===== src/rtl/dbg_cmd_responder.sv =====
// Debug host command responder: one-shot READ/WRITE to memory with ack timeout and HALT stall.
// Optional write readback verify is enabled with `define DBG_WRITE_VERIFY_EN.
module dbg_cmd_responder #(
  parameter int unsigned TIMEOUT_CYCLES = 15
) (
  input  logic        clk,
  input  logic        reset,
  input  logic [1:0]  cmd,
  input  logic [31:0] addr_in,
  input  logic [31:0] data_in,
  output logic [15:0] data_out,
  output logic        err,
  output logic        cpu_stall,
  output logic        mem_req,
  output logic        mem_we,
  output logic [31:0] mem_addr,
  output logic [31:0] mem_wdata,
  input  logic        mem_ack,
  input  logic [31:0] mem_rdata
);

  localparam logic [1:0] CMD_NOP   = 2'b00;
  localparam logic [1:0] CMD_READ  = 2'b01;
  localparam logic [1:0] CMD_WRITE = 2'b10;
  localparam logic [1:0] CMD_HALT  = 2'b11;
  localparam logic [7:0] TMO_LAST  = 8'(TIMEOUT_CYCLES - 1);

  typedef enum logic [1:0] {
    S_IDLE = 2'd0,
    S_REQ  = 2'd1,
    S_DONE = 2'd2
`ifdef DBG_WRITE_VERIFY_EN
    , S_VREQ = 2'd3
`endif
  } state_t;

  state_t      r_state, w_state_nxt;
  logic [1:0]  r_prev_cmd;
  logic [1:0]  r_cmd;
  logic [31:0] r_addr;
  logic [31:0] r_wdata;
  logic [7:0]  r_tmo;
  logic [15:0] r_data_out;
  logic        r_err;

  logic w_accept, w_busy, w_mreq, w_done_ok, w_timeout;
`ifdef DBG_WRITE_VERIFY_EN
  logic r_vgap;
  logic w_to_vreq, w_verify_ok;
`else
  logic w_unused_rdata;
  assign w_unused_rdata = &{1'b0, mem_rdata[31:16]};
`endif

  always_ff @(posedge clk) begin
    if (reset) r_state <= S_IDLE;
    else       r_state <= w_state_nxt;
  end

  always_comb begin
    w_state_nxt = r_state;
    w_accept    = 1'b0;
    w_busy      = 1'b0;
    w_mreq      = 1'b0;
    w_done_ok   = 1'b0;
    w_timeout   = 1'b0;
`ifdef DBG_WRITE_VERIFY_EN
    w_to_vreq   = 1'b0;
    w_verify_ok = 1'b0;
`endif
    case (r_state)
      S_IDLE: begin
        // Only the first cycle after leaving NOP may start a command.
        if (r_prev_cmd == CMD_NOP && (cmd == CMD_READ || cmd == CMD_WRITE)) begin
          w_accept    = 1'b1;
          w_state_nxt = S_REQ;
        end
      end
      S_REQ: begin
        w_busy = 1'b1;
        w_mreq = 1'b1;
        if (mem_ack) begin
          w_done_ok   = 1'b1;
          w_state_nxt = S_DONE;
`ifdef DBG_WRITE_VERIFY_EN
          if (r_cmd == CMD_WRITE) begin
            w_to_vreq   = 1'b1;
            w_state_nxt = S_VREQ;
          end
`endif
        end else if (r_tmo == TMO_LAST) begin
          w_timeout   = 1'b1;
          w_state_nxt = S_DONE;
        end
      end
`ifdef DBG_WRITE_VERIFY_EN
      S_VREQ: begin
        // First VREQ cycle is a request gap so the readback is a separate handshake.
        w_busy = 1'b1;
        w_mreq = !r_vgap;
        if (!r_vgap) begin
          if (mem_ack) begin
            w_verify_ok = 1'b1;
            w_state_nxt = S_DONE;
          end else if (r_tmo == TMO_LAST) begin
            w_timeout   = 1'b1;
            w_state_nxt = S_DONE;
          end
        end
      end
`endif
      S_DONE: begin
        if (cmd == CMD_NOP) w_state_nxt = S_IDLE;
      end
      default: w_state_nxt = S_IDLE;
    endcase
  end

  always_ff @(posedge clk) begin
    if (reset) begin
      r_prev_cmd <= CMD_NOP;
      r_cmd      <= CMD_NOP;
      r_addr     <= '0;
      r_wdata    <= '0;
      r_tmo      <= '0;
      r_data_out <= 16'h0000;
      r_err      <= 1'b0;
    end else begin
      r_prev_cmd <= cmd;
      if (w_accept) begin
        r_cmd   <= cmd;
        r_addr  <= addr_in;
        r_wdata <= data_in;
      end
      if (w_accept || w_done_ok)   r_tmo <= '0;
      else if (w_mreq && !mem_ack) r_tmo <= r_tmo + 8'd1;
      if (w_done_ok) begin
        r_data_out <= (r_cmd == CMD_READ) ? mem_rdata[15:0] : r_wdata[15:0];
        r_err      <= 1'b0;
      end
`ifdef DBG_WRITE_VERIFY_EN
      if (w_verify_ok) begin
        r_data_out <= mem_rdata[15:0];
        r_err      <= (mem_rdata != r_wdata);
      end
`endif
      if (w_timeout) begin
        r_data_out <= 16'hEEEE;
        r_err      <= 1'b1;
      end
    end
  end

`ifdef DBG_WRITE_VERIFY_EN
  always_ff @(posedge clk) begin
    if (reset) r_vgap <= 1'b0;
    else       r_vgap <= w_to_vreq;
  end
`endif

  assign mem_req   = w_mreq;
  assign mem_we    = (r_state == S_REQ) && (r_cmd == CMD_WRITE);
  assign mem_addr  = r_addr;
  assign mem_wdata = r_wdata;
  assign cpu_stall = w_busy || (cmd == CMD_HALT);
  assign data_out  = r_data_out;
  assign err       = r_err;

endmodule


===== config.mk =====
export PLATFORM = sky130hd
export DESIGN_NAME = dbg_cmd_responder
export DESIGN_NICKNAME = d
export VERILOG_FILES = /design/src/rtl/dbg_cmd_responder.sv
export SDC_FILE = /design/constraint.sdc
export NUM_CORES = 1
export LEC_CHECK = 0
export CAP_MARGIN = 20
export CORE_ASPECT_RATIO = 0.75
export CORE_MARGIN = 2
export CORE_UTILIZATION = 35
export CTS_BUF_LIST = sky130_fd_sc_hd__clkbuf_8
export CTS_CLUSTER_DIAMETER = 60
export DETAILED_ROUTE_END_ITERATION = 10
export PLACE_DENSITY = 0.79
export SYNTH_ARGS = -nofsm -noshare
export SYNTH_HDL_FRONTEND = slang
export SYNTH_SLANG_ARGS = --single-unit

===== constraint.sdc =====
create_clock -name clk -period 2 [get_ports clk]
set_input_delay 0.6 -clock clk [delete_from_list [all_inputs] [get_ports clk]]
set_output_delay 0.6 -clock clk [all_outputs]
set_load 0.01 [all_outputs]

* Word-level counts from Yosys, hierarchy flattened
Index checks and enable logic that the tools add are counted.
** Storage, ports and cells
- Register bits :: 95
- Input port bits :: 101
- Output and inout port bits :: 84
- Logic and storage cells :: 53
** Cells by class
- Add/sub/neg operators :: 1
- Equal/unequal tests :: 11
- Mux-type cells :: 18
- Reduce and logical (&&, ||, !) cells :: 14
** Operators with widths (number)
- two-way mux 16 bit :: 3
- two-way mux 1 bit :: 10
- adder 8 x 1 -> 8 bit, second input constant :: 1
- equality test 2 bit, second input constant :: 4
- equality test 8 x 4 -> 1 bit, second input constant :: 1
- two-way mux 2 bit :: 4
- equality test 2 x 1 -> 1 bit, second input constant :: 3
- zero test 2 bit :: 3
- case mux 2 bit (3 select lines) :: 1
- != test 2 bit, second input constant :: 2
- OR reduction 2 bit :: 2
- logical AND 1 bit :: 3
- logical OR 1 bit :: 3
- != test 3 bit, second input constant :: 1
- AND reduction 3 bit :: 1
- nonzero test 2 bit :: 1
- zero test 1 bit :: 1

* Depth between registers and ports, before layout
Gate-level depths: netlist of run 1.
- Depth after elaboration :: 7
- Gate-level depth with buffers :: 7
- Gate-level depth less buffers :: 5

* Least setup slack after synthesis of run 1
Ideal clock, no wire load.
- Kind :: input to register
- Start point :: input port cmd[0]
- End point :: register r_wdata[17], in the netlist mem_wdata[17]
- Setup time :: 132 ps
- Data arrival time :: 1823 ps
- Data required time :: 1868 ps
- Slack :: 45 ps
- Stages :: 7
- Path buffers :: 2
- Path through :: inv_1 ha_1 or4b_4 buf_6 buf_6 o21ai_1 a21oi_1
** Between the ends
- Word-level cells in the longest chain between the ends :: 5
- Elaborated cells on any way between the ends :: 6
- Classes of those cells :: 2 x eq/ne; 2 x mux; 2 x reduce/logical
** RTL lines
- start: declaration :: RTL line 8 : input logic [1:0] cmd,
- equality test 2 x 1 -> 1 bit / equality test 2 bit (equally long branches) :: RTL line 74 : if (r_prev_cmd == CMD_NOP && (cmd == CMD_READ || cmd == CMD_WRITE)) begin
- logical OR 1 bit * :: RTL line 74
- logical AND 1 bit * :: RTL line 74
- two-way mux 1 bit * :: RTL line 74
- two-way mux 1 bit * :: RTL line 71 : case (r_state)
- end signal: assignment :: RTL line 133 : r_wdata <= data_in;
- end: declaration :: RTL line 41 : logic [31:0] r_wdata;
Mark *: on every way between the ends. The rest lies on a longest branch, timed or not.
A chain may end at the register's enable or synchronous reset.

* Final worst setup path of run 1
- Start point :: input port cmd[1]
- End point :: output port cpu_stall
** Between the ends
- Word-level cells in the longest chain between the ends :: 2
** RTL lines
- equality test 2 bit :: RTL line 165 : assign cpu_stall = w_busy || (cmd == CMD_HALT);
- logical OR 1 bit :: RTL line 165
- end: declaration :: RTL line 13 : output logic cpu_stall,
No other way between the ends.

==> flow_summary.toml, run 1 <==
[outcome]
status = "finished, final reports clean"

[final_layout]
finalInstanceArea_sq_um = 6090
nets = 733
fill_cells = 974
diodes = 0
drive_above_1_share = 0.0916
area_delta_synth_final_pct = 53.4

[worst_hold_path]
hold_depth = 2
min_delay_worst_endpoint = "err"
hold_path.class = "flop to flop"
worstHoldStart = "err"

[synth]
synth_most_common_cell = "dfxtp_1"
yosys_warnings = 0
synth_common_cells = "95 x dfxtp_1, 76 x a21oi_1, 68 x nand3_1"
netlist_instances = 466
synth_enable_flop_cells = 0
syn_area_per_cell_sq_um = 8.52
syn_nets = 571
syn-cell-area_sq_um = 3970
synth-seq-area-share = 0.479
synth.ff_latch_count = 95
synth_area_leaders = "dfxtp_1 48%, a21oi_1 9.6%, nand3_1 8.6%, o21ai_0 6.9%, o21ai_1 5.0%"
synthDistinctLibCells = 36
synth_top_area_frac = 0.479
yosys.area.top_type = "dfxtp_1"
ys_async_sr_fraction = 0
ys.flop_type = "dfxtp_1"

[worst_setup_path]
critPathMaxStageDelay_ns = 0.25
worstPathArrival_ns = 1.37
cp.required_ns = 1.40
critical_path_class = "input pin to primary output"
regToRegEndpoint = "r_tmo[3]"
reg2reg_slack_ns = 0.29
path_buf_inv = 2
cp_max_fo = 3
critPathTopFamily = "buffers and inverters"
crit_chain = "clkdlybuf4s15_1, ha_2, or2_4, buf_6"
start_kind = "input pin"
slowest_stage = "or2_4"
reg2reg_depth = 4
end_kind = "primary output"
timing.rr.start = "r_state[1]"

[sta]
drv_slew = 0
max_freq_mhz = 508
final.min_clock_period_ns = 1.97
max_slew_margin = 0.700
finClkSkew_ns = 0.0124
final_hold_viol_count = 0
timing.final.crit_share = 0.984
finalSetupViolCount = 0
tightest_slew_ns = 0.450

[die]
core_area_sq_um = 11000
fp-row-count = 33
io_pins = 185
fp.dieW_microns = 127
die_h_microns = 96.3
dieArea_sq_um = 12200
start_util = 0.362

[place]
dp_hpwl_mm = 8.80
gp_congestion = 0.803
port_buffers = 168
placed_cell_area_sq_um = 5860

[global_route]
gr-total-overflow = 0
grt.total_usage = 0.199
grt_pass1_vias = 3915
grt_pass1_wl_mm = 19.5
grt_antenna_before_repair = 0
grt_max_degree = 76

[run]
cap_violations = 0

[power_and_ir_drop]
p_leak_nw = 2.20
peakVddDrop_v = 0.000327
p_per_area_nw_per_um2 = 716
totalPowerFinal_mw = 4.36

[routing]
drt_iter0_markers = 259
wl_per_cell_microns = 16.5
dr_total_vias = 4141
routed_via_density = 5.36
drc = 0
antenna_left = 0
routed_wl_mm = 12.8
drt_first_pass_iters = 4

[cts]
tritoncts = "done"
post-cts-setup-buffer-count = 0
numCtsBuffers = 9
htreeDepth = 3
clk_pin_slew_worst_paths_ns = 0.09
cts_sinks = 95
clock_latency_ns = 0.37
cts_buffer_depth = 2
holdBufCountCts = 0
cts_root_buf = "clkbuf_8"
==> worst reg2reg max path, stage by stage, from the launching register on <==
cell and delay (ns):
dfxtp_2 0.34, buf_4 0.24, or3b_2 0.54, or3_1 0.37, a21oi_1 0.16
==> worst max path at each step <==
stage	from	to	slack, ns	cells past startpoint
4_1_cts	cmd[1]	cpu_stall	0.02	4
5_1_grt	r_state[0]	mem_we	-0.007	3
3_5_place_dp	cmd[0]	cpu_stall	-0.67	4
2_1_floorplan	cmd[0]	mem_wdata[17]	0.04	7
6_report	cmd[1]	cpu_stall	0.03	4
3_3_place_gp	cmd[0]	cpu_stall	-0.62	4
==> metrics by stage <==
stage,hold WS [ns],worst slack (ns),setup TNS (ns),utilization,std cells
CTS,0.467,0.0248,0,0.552,772
detailed placement,0.454,-0.672,-43.00,0.533,756
finish,0.467,0.0311,0,0.555,773
floorplan,0.461,0.0448,0,-,466
global placement,0.446,-0.615,-40.51,0.533,756
global route,0.491,-0.00748,-0.00876,0.555,773
==> flip-flops by register name, indices dropped and copies added (netlist names) <==
signal	flops
data_out	16
r_tmo	8
err	1
mem_addr	32
mem_wdata	32
r_prev_cmd	2
r_state	2
r_cmd	2
==> area by class of cell <==
class	count	area (sq um)	share of cell area
Timing Repair Buffer	198	1970	0.323
Sequential cell	95	1900	0.312
Clock inverter	6	67.6	0.0111
Tap cell	140	175	0.0287
Clock buffer	10	138	0.0226
Multi-Input combinational cell	319	1830	0.300
Inverter	5	18.8	0.00308
==> routing by layer <==
layer | share of wire | GRT usage | vias to the layer above
li1 | - | - | 2024
met1 | 0.43 | 0.250 | 1934
met2 | 0.47 | 0.327 | 165
met3 | 0.079 | 0.0639 | 18
met4 | 0.019 | 0.0668 | 0
met5 | 0 | 0 | -
==> where the power goes <==
| part | total, mW | leakage, nW | switching [mW] | internal (mW) |
|---|---|---|---|---|
| logic | 0.957 | 1.32 | 0.436 | 0.521 |
| registers | 2.08 | 0.775 | 0.0714 | 2.01 |
| clock network | 1.32 | 0.105 | 0.703 | 0.622 |
| total | 4.36 | 2.20 | 1.21 | 3.15 |
==> logic make-up after synthesis <==
group,synth area share
muxes,0.0101
buffers and inverters,0.0665
DFF,0.479
adders and majority gates,0.0126
AOI/OAI and AO/OA,0.254
and+or+nand+nor,0.176
xor gates and xnor gates,0.00221
==> timing repair <==
item                                   4_1_cts  5_1_grt
setup endpoints to repair                   79       22
pin swaps                                    1        1
endpoints found under the hold margin        0        0
cloned                                       0        1
gates resized for setup                     15       13
==> placed cells by master (no fill, tap or decap), types with 6 or more instances in the layout <==
master | netlist | final
nor2_1 | 9 | 9
clkbuf_8 | 0 | 10
dfxtp_1 | 95 | 94
and3b_1 | 14 | 14
nand2_1 | 6 | 6
clkdlybuf4s50_1 | 0 | 161
a21oi_1 | 76 | 76
o21ai_0 | 55 | 46
o21ai_1 | 40 | 49
a211oi_1 | 13 | 13
nand3_1 | 68 | 68
buf_4 | 3 | 24
Power figures use the tool's default switching activity.
==> run 2: changes to the inputs <==
--- a/config.mk
+++ b/config.mk
@@ -13,6 +13,7 @@
 export CTS_CLUSTER_DIAMETER = 60
 export DETAILED_ROUTE_END_ITERATION = 10
 export PLACE_DENSITY = 0.79
+export SKIP_CTS_REPAIR_TIMING = 1
 export SYNTH_ARGS = -nofsm -noshare
 export SYNTH_HDL_FRONTEND = slang
 export SYNTH_SLANG_ARGS = --single-unit
==> run 2 against run 1 <==
Net effect:
- the run now ends with negative setup slack left
- largest power group unchanged
- sequential share of layout area increased by 0.13 points
- hold slack about the same
- sequential power about the same
==> flow_summary.toml, run 2 (synthesis results as in run 1) <==
[outcome]
status = "finished with violations"
violations = "negative setup slack"

[sta]
hold_slack_ns = 0.467
finClkSkew_ns = 0.0103
rsz0062_at_grt = "yes"
timing.final.crit_share = 1.00
max_slew_margin = 0.712
tightest_slew_ns = 0.433
drv_slew = 0
finalSetupViolCount = 1
final.min_clock_period_ns = 2.01
final_hold_viol_count = 0
max_freq_mhz = 499
timing.final.ws_setup_ns = -0.00560

[global_route]
grt_pass1_wl_mm = 19.5
grt_pass1_vias = 3921
grt_max_degree = 76
grt_antenna_before_repair = 0
gr-total-overflow = 0
grt.total_usage = 0.199

[final_layout]
drive_above_1_share = 0.0918
finalInstanceArea_sq_um = 6080
final_common_cell = "clkdlybuf4s50_1"
nets = 732
final_cell_mix = "162 x clkdlybuf4s50_1, 92 x dfxtp_1, 76 x a21oi_1"
utilization = 0.553
diodes = 0
area_delta_synth_final_pct = 53.0

[die]
die_h_microns = 96.3
dieArea_sq_um = 12200
core_area_sq_um = 11000
start_util = 0.362
fp-row-count = 33
fp.dieW_microns = 127
io_pins = 185

[cts]
cts_root_buf = "clkbuf_8"
cts_sinks = 95
htreeDepth = 3
tritoncts = "done"
cts_buffer_depth = 2
numCtsBuffers = 9
clk_pin_slew_worst_paths_ns = 0.09
clock_latency_ns = 0.37

[routing]
drt_iter0_markers = 288
antenna_left = 0
drt_first_pass_iters = 5
dr_total_vias = 4179
wl_per_cell_microns = 16.3
drc = 0
routed_via_density = 5.41
routed_wl_mm = 12.6

[worst_setup_path]
cp.required_ns = 1.40
cp_max_fo = 2
critPathMaxStageDelay_ns = 0.34
start_kind = "flop"
worstPathArrival_ns = 1.41
crit_chain = "nor2b_2, buf_4, or2_2, clkbuf_2"
slowest_stage = "dfxtp_2"
end_kind = "primary output"
critical_path_class = "flop to primary output"

[place]
placed_cell_area_sq_um = 5860
port_buffers = 168
place_ws_ns = -0.672
gp_congestion = 0.803
dp_hpwl_mm = 8.80

[power_and_ir_drop]
totalPowerFinal_mw = 4.34
p_leak_nw = 2.23
p_per_area_nw_per_um2 = 714
peakVddDrop_v = 0.000325

[run]
cap_violations = 0

[worst_hold_path]
hold_path.class = "flop to flop"
[run 2: cell count changes in the layout (fill, tap and decap cells not counted), sizes merged]
cell / change
clkdlybuf4s50: +1
dlygate4sd2: -2
clkbuf: -1
buf: -1
clkdlybuf4s15: -2
dlymetal6s2s: +4
[run 2: worst paths after layout]
check / startpoint / end / slack [ns] / cells after the start
worst max-delay path: r_state[0] / cpu_stall / -0.006 / 4
worst min-delay path: err / err / 0.47 / 2
worst max register to register: r_state[1] / r_tmo[3] / 0.29 / 4
worst min register to register: err / err / 0.47 / 2
[run 2: cell type report]
type	count	area [sq um]
Multi-Input combinational cell	319	1820
Tap cell	140	175
Fill cell	973	4910
Sequential cell	95	1910
Timing Repair Buffer	197	1950
Clock inverter	6	67.6
Inverter	5	18.8
Clock buffer	10	138
[run 2: metal layers]
metal,GRT usage,routed length (microns)
met5,0,0
met4,0.0668,239
met3,0.0639,997
met2,0.326,5980
met1,0.250,5410
[run 2: power by group]
part / leakage, nW / switching [mW] / internal [mW] / total (mW)
clock network: 0.105 / 0.698 / 0.622 / 1.32
registers: 0.776 / 0.0713 / 2.01 / 2.08
logic: 1.35 / 0.428 / 0.509 / 0.937
[run 2: per-stage QoR]
step	setup TNS (ns)	instances
floorplan	0	466
finish	-0.00560	772
global route	-0.0525	772
CTS	-13.37	772
global placement	-40.51	756
detailed placement	-43.00	756
[run 2: worst max-delay path, delay by kind of cell (launching register included)]
kind                   cells  cell delay [ns]
DFF                        1             0.34
buffers and inverters      2             0.26
and+or+nand+nor            2             0.44
==> run 3: changes to the inputs <==
--- a/config.mk
+++ b/config.mk
@@ -17,3 +17,4 @@
 export SYNTH_ARGS = -nofsm -noshare
 export SYNTH_HDL_FRONTEND = slang
 export SYNTH_SLANG_ARGS = --single-unit
+export TNS_END_PERCENT = 1
==> results of run 3 <==
The final DEF is identical to that of run 2; final timing and power are the same.
